==> src/rtl/count_controller.sv <==
// Round sequencer for a downstream countdown stage: launches a countdown, waits
// for its done flag, releases it, waits for the flag to clear, and repeats.
module count_controller #(
    parameter int TIMEOUT = 24
) (
    input  logic       clk_out,
    input  logic       reset,
    input  logic       start,
    input  logic [3:0] rounds_cfg,
    input  logic       final_signal,
    input  logic [3:0] count_value,
    output logic       init_signal,
    output logic [3:0] round_cnt,
    output logic [3:0] last_value,
    output logic       busy,
    output logic       done,
    output logic       error
);

    typedef enum logic [2:0] {
        IDLE       = 3'd0,
        LAUNCH     = 3'd1,
        WAIT_FINAL = 3'd2,
        RELEASE    = 3'd3,
        WAIT_CLEAR = 3'd4,
        DONE       = 3'd5,
        ERROR      = 3'd6
    } state_t;

    localparam logic [7:0] TIMER_LAST = 8'(TIMEOUT - 1);

    logic       start_sync_p0;
    logic       start_sync_p1;
    logic       start_hist_p2;
    logic       start_rise;
    state_t     state;
    logic [7:0] timer;
    logic [3:0] target;
    logic [3:0] round_nxt;

    // Stage p0/p1: metastability synchronizer; p2: edge-detect history
    always_ff @(posedge clk_out) begin
        if (reset) begin
            start_sync_p0 <= 1'b0;
            start_sync_p1 <= 1'b0;
            start_hist_p2 <= 1'b0;
        end else begin
            start_sync_p0 <= start;
            start_sync_p1 <= start_sync_p0;
            start_hist_p2 <= start_sync_p1;
        end
    end

    assign start_rise = start_sync_p1 & ~start_hist_p2;
    assign round_nxt  = round_cnt + 4'd1;

    // Status flags and init_signal are set on the transition into a state,
    // so they are plain flops that line up exactly with the state register.
    always_ff @(posedge clk_out) begin
        if (reset) begin
            state       <= IDLE;
            init_signal <= 1'b0;
            round_cnt   <= 4'd0;
            last_value  <= 4'd0;
            busy        <= 1'b0;
            done        <= 1'b0;
            error       <= 1'b0;
            timer       <= 8'd0;
            target      <= 4'd0;
        end else begin
            init_signal <= 1'b0;
            case (state)
                IDLE: begin
                    if (start_rise) begin
                        round_cnt  <= 4'd0;
                        last_value <= 4'd0;
                        if (rounds_cfg != 4'd0) begin
                            target      <= rounds_cfg;
                            state       <= LAUNCH;
                            init_signal <= 1'b1;
                            busy        <= 1'b1;
                        end else begin
                            state <= DONE;
                            done  <= 1'b1;
                        end
                    end
                end
                LAUNCH: begin
                    timer <= 8'd0;
                    state <= WAIT_FINAL;
                end
                WAIT_FINAL: begin
                    if (final_signal) begin
                        last_value  <= count_value;
                        state       <= RELEASE;
                        init_signal <= 1'b1;
                    end else if (timer == TIMER_LAST) begin
                        state <= ERROR;
                        busy  <= 1'b0;
                        error <= 1'b1;
                    end else begin
                        timer <= timer + 8'd1;
                    end
                end
                RELEASE: begin
                    timer <= 8'd0;
                    state <= WAIT_CLEAR;
                end
                WAIT_CLEAR: begin
                    if (!final_signal) begin
                        round_cnt <= round_nxt;
                        if (round_nxt == target) begin
                            state <= DONE;
                            busy  <= 1'b0;
                            done  <= 1'b1;
                        end else begin
                            state       <= LAUNCH;
                            init_signal <= 1'b1;
                        end
                    end else if (timer == TIMER_LAST) begin
                        state <= ERROR;
                        busy  <= 1'b0;
                        error <= 1'b1;
                    end else begin
                        timer <= timer + 8'd1;
                    end
                end
                DONE, ERROR: begin
                    if (start_rise) begin
                        state <= IDLE;
                        done  <= 1'b0;
                        error <= 1'b0;
                    end
                end
                default: begin
                    state <= IDLE;
                    busy  <= 1'b0;
                    done  <= 1'b0;
                    error <= 1'b0;
                end
            endcase
        end
    end

endmodule

==> config.mk <==
export PLATFORM = sky130hd
export DESIGN_NAME = count_controller
export DESIGN_NICKNAME = d
export VERILOG_FILES = /design/src/rtl/count_controller.sv
export SDC_FILE = /design/constraint.sdc
export NUM_CORES = 1
export LEC_CHECK = 0
export ABC_AREA = 1
export CAP_MARGIN = 20
export CORE_MARGIN = 2
export CORE_UTILIZATION = 48
export DETAILED_ROUTE_END_ITERATION = 12
export GPL_TIMING_DRIVEN = 0
export PLACE_DENSITY = 0.75
export SETUP_SLACK_MARGIN = 0.2
export SYNTH_ARGS = -nofsm -noshare
export SYNTH_HDL_FRONTEND = slang
export SYNTH_SLANG_ARGS = --single-unit
==> constraint.sdc <==
create_clock -name clk_out -period 1.33 [get_ports clk_out]
set_input_delay 0.399 -clock clk_out [delete_from_list [all_inputs] [get_ports clk_out]]
set_output_delay 0.399 -clock clk_out [all_outputs]
set_load 0.05 [all_outputs]
==> results.cfg, run 1 <==
[synth]
synth-async-reset-ratio = 0
syn_nets = 259
synthesis.area_sq_mm = 0.00162
post-synth-top-count-cell = nand2_1
synth_seq_area_share = 0.372
synth_cell_type_count = 26
yosysWarnings = 0
synth.top_cells.by_count = nand2_1, nor2_1, dfxtp_1
synth_enable_flop_cells = 0
yosys_most_used_dff = dfxtp_1
synth_top_cell_area_share = 0.372
synthesis.instances = 245
postSynthRegisterBits = 30
synthDominantAreaCellType = dfxtp_1
ys_top_cells_by_area = dfxtp_1, nand2_1, a21oi_1
synthesis.area_per_instance_sq_um = 6.59

[setup_path]
worst_setup_path_end_kind = flop
timing.critical_path.slowest_stage_cell = dfxtp_4
cp-start-kind = flop
reg2reg_setup_slack_ns = -0.24
worstReg2RegStart = round_cnt[0]$_SDFFE_PP0P_
path_class = flop to flop
worst_r2r_path_depth = 9
worstPathArrival_ns = 1.82
crit_path_start = round_cnt[0]$_SDFFE_PP0P_
worstSetupEndpoint = busy$_SDFFE_PP0P_
crit_buf_inv = 0
timing.critical_path.cells = ha_4, xnor2_2, nand2_2, nor2_4, nand3_2, nand2_2, nand3_2, nand2_1, nor2_1
critical_path_depth = 9
cp_top_family = simple AND/OR/NAND/NOR gates
required_ns = 1.58
crit-reg2reg-capture = busy$_SDFFE_PP0P_
path_max_fanout = 4
cp_slowest_stage_delay_ns = 0.39

[route]
routed_wirelength_um = 5470
wl_per_cell_um = 15.5
post-route-drc-count = 0
detailroute.via_count = 1925
drt.antenna.violating_nets = 0
drt_iter0_markers = 186
via_cell_ratio = 5.47
first_pass_iters = 8

[final_layout]
drive_above_1_share = 0.503
area.sequential_sq_um = 642
fillers = 199
syn_to_final_growth_pct = 63.1
antenna-diode-count = 0
postLayoutCellArea_sq_mm = 0.00263
design.final.nets = 319
multi_input_comb_area_sq_mm = 0.00115

[die]
placementRows = 21
floorplan.die_area_sq_mm = 0.00385
die_x_um = 62.0
chipHeight_um = 62.0
io-pin-count = 24
floorplan.initialDensity = 0.492
core_sq_mm = 0.00328

[placed_design]
place_congestion = 0.864
hpwlAfterDp_um = 2720
count_of_input_and_output_buffers = 22
placedInstanceArea_sq_mm = 0.00195

[clocking]
hold_buffers = 0
max-clock-path-buffers = 2
insertion_delay_ns = 0.35
tritoncts = done
cts-root-buf = clkbuf_4
cts-htree-levels = 2
clkSinkCount = 30
clkSlewWorstSetupHoldPaths_ns = 0.11
cts-buffers-inserted = 5

[sta]
finalWorstPathRequiredPeriod_ns = 1.57
worst_margin_pin_slew_ns = 0.416
final.setup.tns_ns = -1.03
fmax_ghz = 0.637
setup_slack_ns = -0.239
grt_setup_unrepaired = true
setup_violations = 15
post-route-period-util = 1.18
hold_violation_total_from_the_final_report = 0
max-slew-margin-rel = 0.723
slew_violations = 0
skew_ns = 0.0103

[run]
max_cap_violations = 0

[global_routing]
pin_count_of_the_biggest_net_entering_global_routing = 11
antenna_found_initial = 0
first_global_vias = 1648
grt_remaining_overflow = 0
global_route_wire_length_before_repair_um = 7250
groute.usage.overall = 0.257

[run_status]
outcome = finished with violations
violated_checks = negative setup slack

[power]
power_density_mw_per_mm2 = 1600
irDropWorstVdd_mv = 0.970
p_leak_nw = 1.11

[min_path]
min_path_type = input port to flop
[cell usage in the layout (no fill, tap or decap), types with 10 or more instances in the layout]
master and instances:
buf_4 24, nand2_2 21, dfxtp_1 11, dfxtp_2 12, nor2_1 22, a21oi_1 13
nand3_1 14, buf_8 12, o21ai_0 10, a21oi_2 12, inv_1 22, nand2_1 35
[where the power goes]
group	total (mW)	switching [mW]	internal (mW)	leakage (nW)
sequential	1.25	0.188	1.07	0.255
combinational	2.35	1.40	0.950	0.818
clock	0.611	0.357	0.254	0.0343
total	4.22	1.95	2.27	1.11
[worst min-delay path, stage by stage]
cell and delay [ns]:
dlymetal6s2s_1 0.13, nand2_1 0.07, a21oi_1 0.05
[metrics by stage]
step           total power [mW]  cells  worst slack (ns)  utilization  hold slack, ns
4_1_cts                    3.92    343            -0.123        0.754           0.401
3_5_place_dp               2.67    313            -0.469        0.594           0.395
3_3_place_gp               2.66    313            -0.474        0.594           0.389
6_report                   4.22    352            -0.239        0.802           0.346
5_1_grt                    4.42    352            -0.279        0.802           0.364
2_1_floorplan              2.29    245           -0.0823            -           0.388
[cells by family after synthesis]
group	synth area share
compound gates	0.140
xor+xnor	0.0217
fa+ha+maj	0.0155
buf+inv	0.0953
flops	0.372
simple gates	0.356
[layer usage]
| metal | vias up | part of all wire | track usage |
|---|---|---|---|
| li1 | 909 | - | - |
| met1 | 900 | 0.39 | 0.306 |
| met2 | 89 | 0.51 | 0.451 |
| met3 | 27 | 0.055 | 0.0559 |
| met4 | 0 | 0.044 | 0.0942 |
| met5 | - | 0 | 0 |
[repair_timing]
action / in CTS / in global routing
buffers inserted: 21 / 9
endpoints found under the setup margin: 39 / 39
pin swaps: 16 / 12
resized for setup: 170 / 35
cloned: 1 / 0
[flip-flops by register name (all words and copies together) (netlist names)]
register       cells
busy               1
start_sync_p1      1
init_signal        1
start_hist_p2      1
last_value         4
start_sync_p0      1
state              3
timer              8
round_cnt          4
done               1
target             4
error              1
[how the worst min path moves through the flow]
| stage | end | start | cells past startpoint | slack (ns) |
|---|---|---|---|---|
| floorplan | start_sync_p1$_SDFF_PP0_ | start_sync_p0$_SDFF_PP0_ | 2 | 0.39 |
| global placement | start_sync_p1$_SDFF_PP0_ | start_sync_p0$_SDFF_PP0_ | 2 | 0.39 |
| detailed placement | start_sync_p1$_SDFF_PP0_ | start_sync_p0$_SDFF_PP0_ | 2 | 0.40 |
| CTS | target[2]$_SDFFE_PP0P_ | reset | 2 | 0.40 |
| global route | target[1]$_SDFFE_PP0P_ | rounds_cfg[1] | 3 | 0.36 |
| finish | target[1]$_SDFFE_PP0P_ | rounds_cfg[1] | 3 | 0.35 |
[cell type report]
cell class	count	share of cell area
well taps	46	0.0219
repair buffers	53	0.205
inverters	35	0.0584
flip-flops and latches	30	0.244
clock buffers	6	0.0195
plain buffers	4	0.00950
multi-input cells	176	0.437
clock inverters	2	0.00475
Power figures use the tool's default switching activity.
==> run 2: changes to the inputs <==
--- a/config.mk
+++ b/config.mk
@@ -7,3 +7,2 @@
 export LEC_CHECK = 0
-export ABC_AREA = 1
 export CAP_MARGIN = 20
--- a/constraint.sdc
+++ b/constraint.sdc
@@ -3,2 +3,2 @@
 set_output_delay 0.399 -clock clk_out [all_outputs]
-set_load 0.05 [all_outputs]
+set_load 0.02 [all_outputs]
==> run 2 against run 1 <==
  * The flow still finishes with violations (negative setup slack)
  * Utilization is 4.1 points higher
  * Die area shrank 0.58%
  * Setup slack lost 0.32 ns
  * Sequential share of layout area is 0.071 points lower
==> results.cfg, run 2 <==
[run_status]
outcome = finished with violations
violated_checks = negative setup slack

[clocking]
tritoncts = done
clkSinkCount = 30
insertion_delay_ns = 0.35
max-clock-path-buffers = 2
clkSlewWorstSetupHoldPaths_ns = 0.10
cts-root-buf = clkbuf_4
hold_buffers = 0
cts-htree-levels = 2
cts-buffers-inserted = 5

[power]
power_density_mw_per_mm2 = 729
irDropWorstVdd_mv = 0.602
switching_part_of_the_total_power = 0.292
intPower_mw = 1.36
comb_power_share = 0.200
pwr-share-clk = 0.314
p_leak_nw = 0.994
p_sw_uw = 561
power.sequential.fraction = 0.486

[route]
via_cell_ratio = 5.88
post-route-drc-count = 0
routed_wirelength_um = 5490
wl_per_cell_um = 18.2
detailroute.via_count = 1775
drt_iter0_markers = 159
drt.antenna.violating_nets = 0
first_pass_iters = 5

[final_layout]
max_reg_flops = 8
registers.top_by_ff_count = timer
antenna-diode-count = 0
syn_to_final_growth_pct = 64.2
drive_above_1_share = 0.512
design.final.nets = 271
fillers = 163
mostFrequentLayoutCell = buf_6
most_frequent_cells_in_the_layout = buf_6, buf_4, nor2_1

[setup_path]
worstPathArrival_ns = 2.14
timing.critical_path.slowest_stage_cell = or4_1
path_class = flop to flop
cp_slowest_stage_delay_ns = 0.48
worst_setup_path_end_kind = flop
cp-start-kind = flop
path_max_fanout = 3
required_ns = 1.58
timing.critical_path.cells = ha_4, xor2_2, nor3_2, a311oi_2, or4_1, and3_1
worst_r2r_path_depth = 6

[synth]
postSynthRegisterBits = 30
post-synth-top-count-cell = dfxtp_1
synth_seq_area_share = 0.374
synthesis.area_per_instance_sq_um = 8.11
syn_nets = 212
dominant_combinational_cell_family_by_area_after_synthesis = simple AND/OR/NAND/NOR gates
share_of_synthesized_area_spent_on_multiplexers = 0
synth_enable_flop_cells = 0
yosys_most_used_dff = dfxtp_1
ys_top_cells_by_area = dfxtp_1, a21oi_1, xnor2_1
synth_top_cell_area_share = 0.374
synth-adder-area-share = 0.0218
synth_compound_gate_area_share = 0.221
synthesis.instances = 198
synth_cell_type_count = 46
synth-xor-area-share = 0.0748
yosysWarnings = 0
synth.top_cells.by_count = dfxtp_1, nor2_1, nand2_1
post_synth_and_or_nand_nor_area_fraction = 0.266
synthDominantAreaCellType = dfxtp_1
synthesis.area_sq_mm = 0.00161
synth-async-reset-ratio = 0

[global_routing]
global_route_wire_length_before_repair_um = 7870
pin_count_of_the_biggest_net_entering_global_routing = 11
groute.usage.overall = 0.291
antenna_found_initial = 0
grt_remaining_overflow = 0
first_global_vias = 1713

[sta]
grt_setup_unrepaired = true
setup_slack_ns = -0.554
skew_ns = 0.00792
fmax_ghz = 0.531
slew_violations = 0
max-slew-margin-rel = 0.713
setup_violations = 25
hold_ws_ns = 0.414
finalWorstPathRequiredPeriod_ns = 1.88
worst_margin_pin_slew_ns = 0.427
post-route-period-util = 1.42
hold_violation_total_from_the_final_report = 0

[placed_design]
pre_cts_slack_ns = -0.885
hpwlAfterDp_um = 3150
count_of_input_and_output_buffers = 23
place_congestion = 0.876

[min_path]
holdPathStages = 3
min_path_type = input port to flop

[die]
chipHeight_um = 61.8
floorplan.die_area_sq_mm = 0.00382
core_sq_mm = 0.00313
placementRows = 20
io-pin-count = 24
floorplan.initialDensity = 0.513
die_x_um = 61.8

[run]
max_cap_violations = 0
-- run 2: critical path: cells and delay by family, from the launching register on --
family,cells,cell delay [ns]
DFF,1,0.37
adders and majority gates,1,0.25
xor gates and xnor gates,1,0.15
AOI/OAI and AO/OA,1,0.17
and+or+nand+nor,3,0.85
-- run 2: final cells by class --
| type | count | area, sq um | share of cell area |
|---|---|---|---|
| buffer | 12 | 146 | 0.0555 |
| clock buffer | 7 | 55.1 | 0.0209 |
| clock inverter | 1 | 5.00 | 0.00190 |
| inverter | 5 | 18.8 | 0.00712 |
| multi-input combinational | 151 | 1210 | 0.458 |
| sequential | 30 | 641 | 0.243 |
| tap | 44 | 55.1 | 0.0209 |
| timing repair buffer | 52 | 509 | 0.193 |
-- run 2: logic make-up (layout without fill, tap and decap cells) --
kind of cell,Yosys count,after routing
AOI/OAI and AO/OA,53,53
xor gates and xnor gates,12,12
adders and majority gates,3,3
buffers and inverters,17,77
DFF,30,30
and+or+nand+nor,83,83
-- run 2: power groups by stage --
stage / clock, mW / sequential [mW] / combinational (mW)
floorplan: 0 / 0.962 / 0.166
global placement: 0 / 0.955 / 0.259
detailed placement: 0 / 0.956 / 0.268
CTS: 0.594 / 0.931 / 0.331
global route: 0.645 / 0.937 / 0.409
finish: 0.603 / 0.934 / 0.384
-- run 2: layer usage --
metal	global-route usage	wire, um
met1	0.343	2270
met2	0.483	2750
met3	0.0994	335
met4	0.125	136
met5	0	0
-- run 2: timing repair --
| action | in CTS | in global routing |
|---|---|---|
| endpoints found under the hold margin | 0 | 0 |
| pin swaps | 17 | 16 |
| setup buffers | 21 | 8 |
| setup endpoints to repair | 42 | 39 |
| resized for setup | 128 | 34 |
-- run 2: per-stage QoR --
step	area [sq um]	std cells	setup TNS, ns	utilization	power [mW]
after floorplan	1770	198	-1.54	-	1.13
after global placement	2060	265	-18.44	0.658	1.21
after detailed placement	2060	265	-19.56	0.658	1.22
after CTS	2450	294	-3.43	0.784	1.86
after global routing	2640	302	-6.11	0.843	1.99
final	2640	302	-4.83	0.843	1.92
-- run 2: worst paths after layout --
kind	startpoint	endpoint	slack (ns)
max	round_cnt[1]$_SDFFE_PP0P_	busy$_SDFFE_PP0P_	-0.55
min reg2reg	start_sync_p0$_SDFF_PP0_	start_sync_p1$_SDFF_PP0_	0.46
min	rounds_cfg[3]	target[3]$_SDFFE_PP0P_	0.41
max reg2reg	round_cnt[1]$_SDFFE_PP0P_	busy$_SDFFE_PP0P_	-0.55
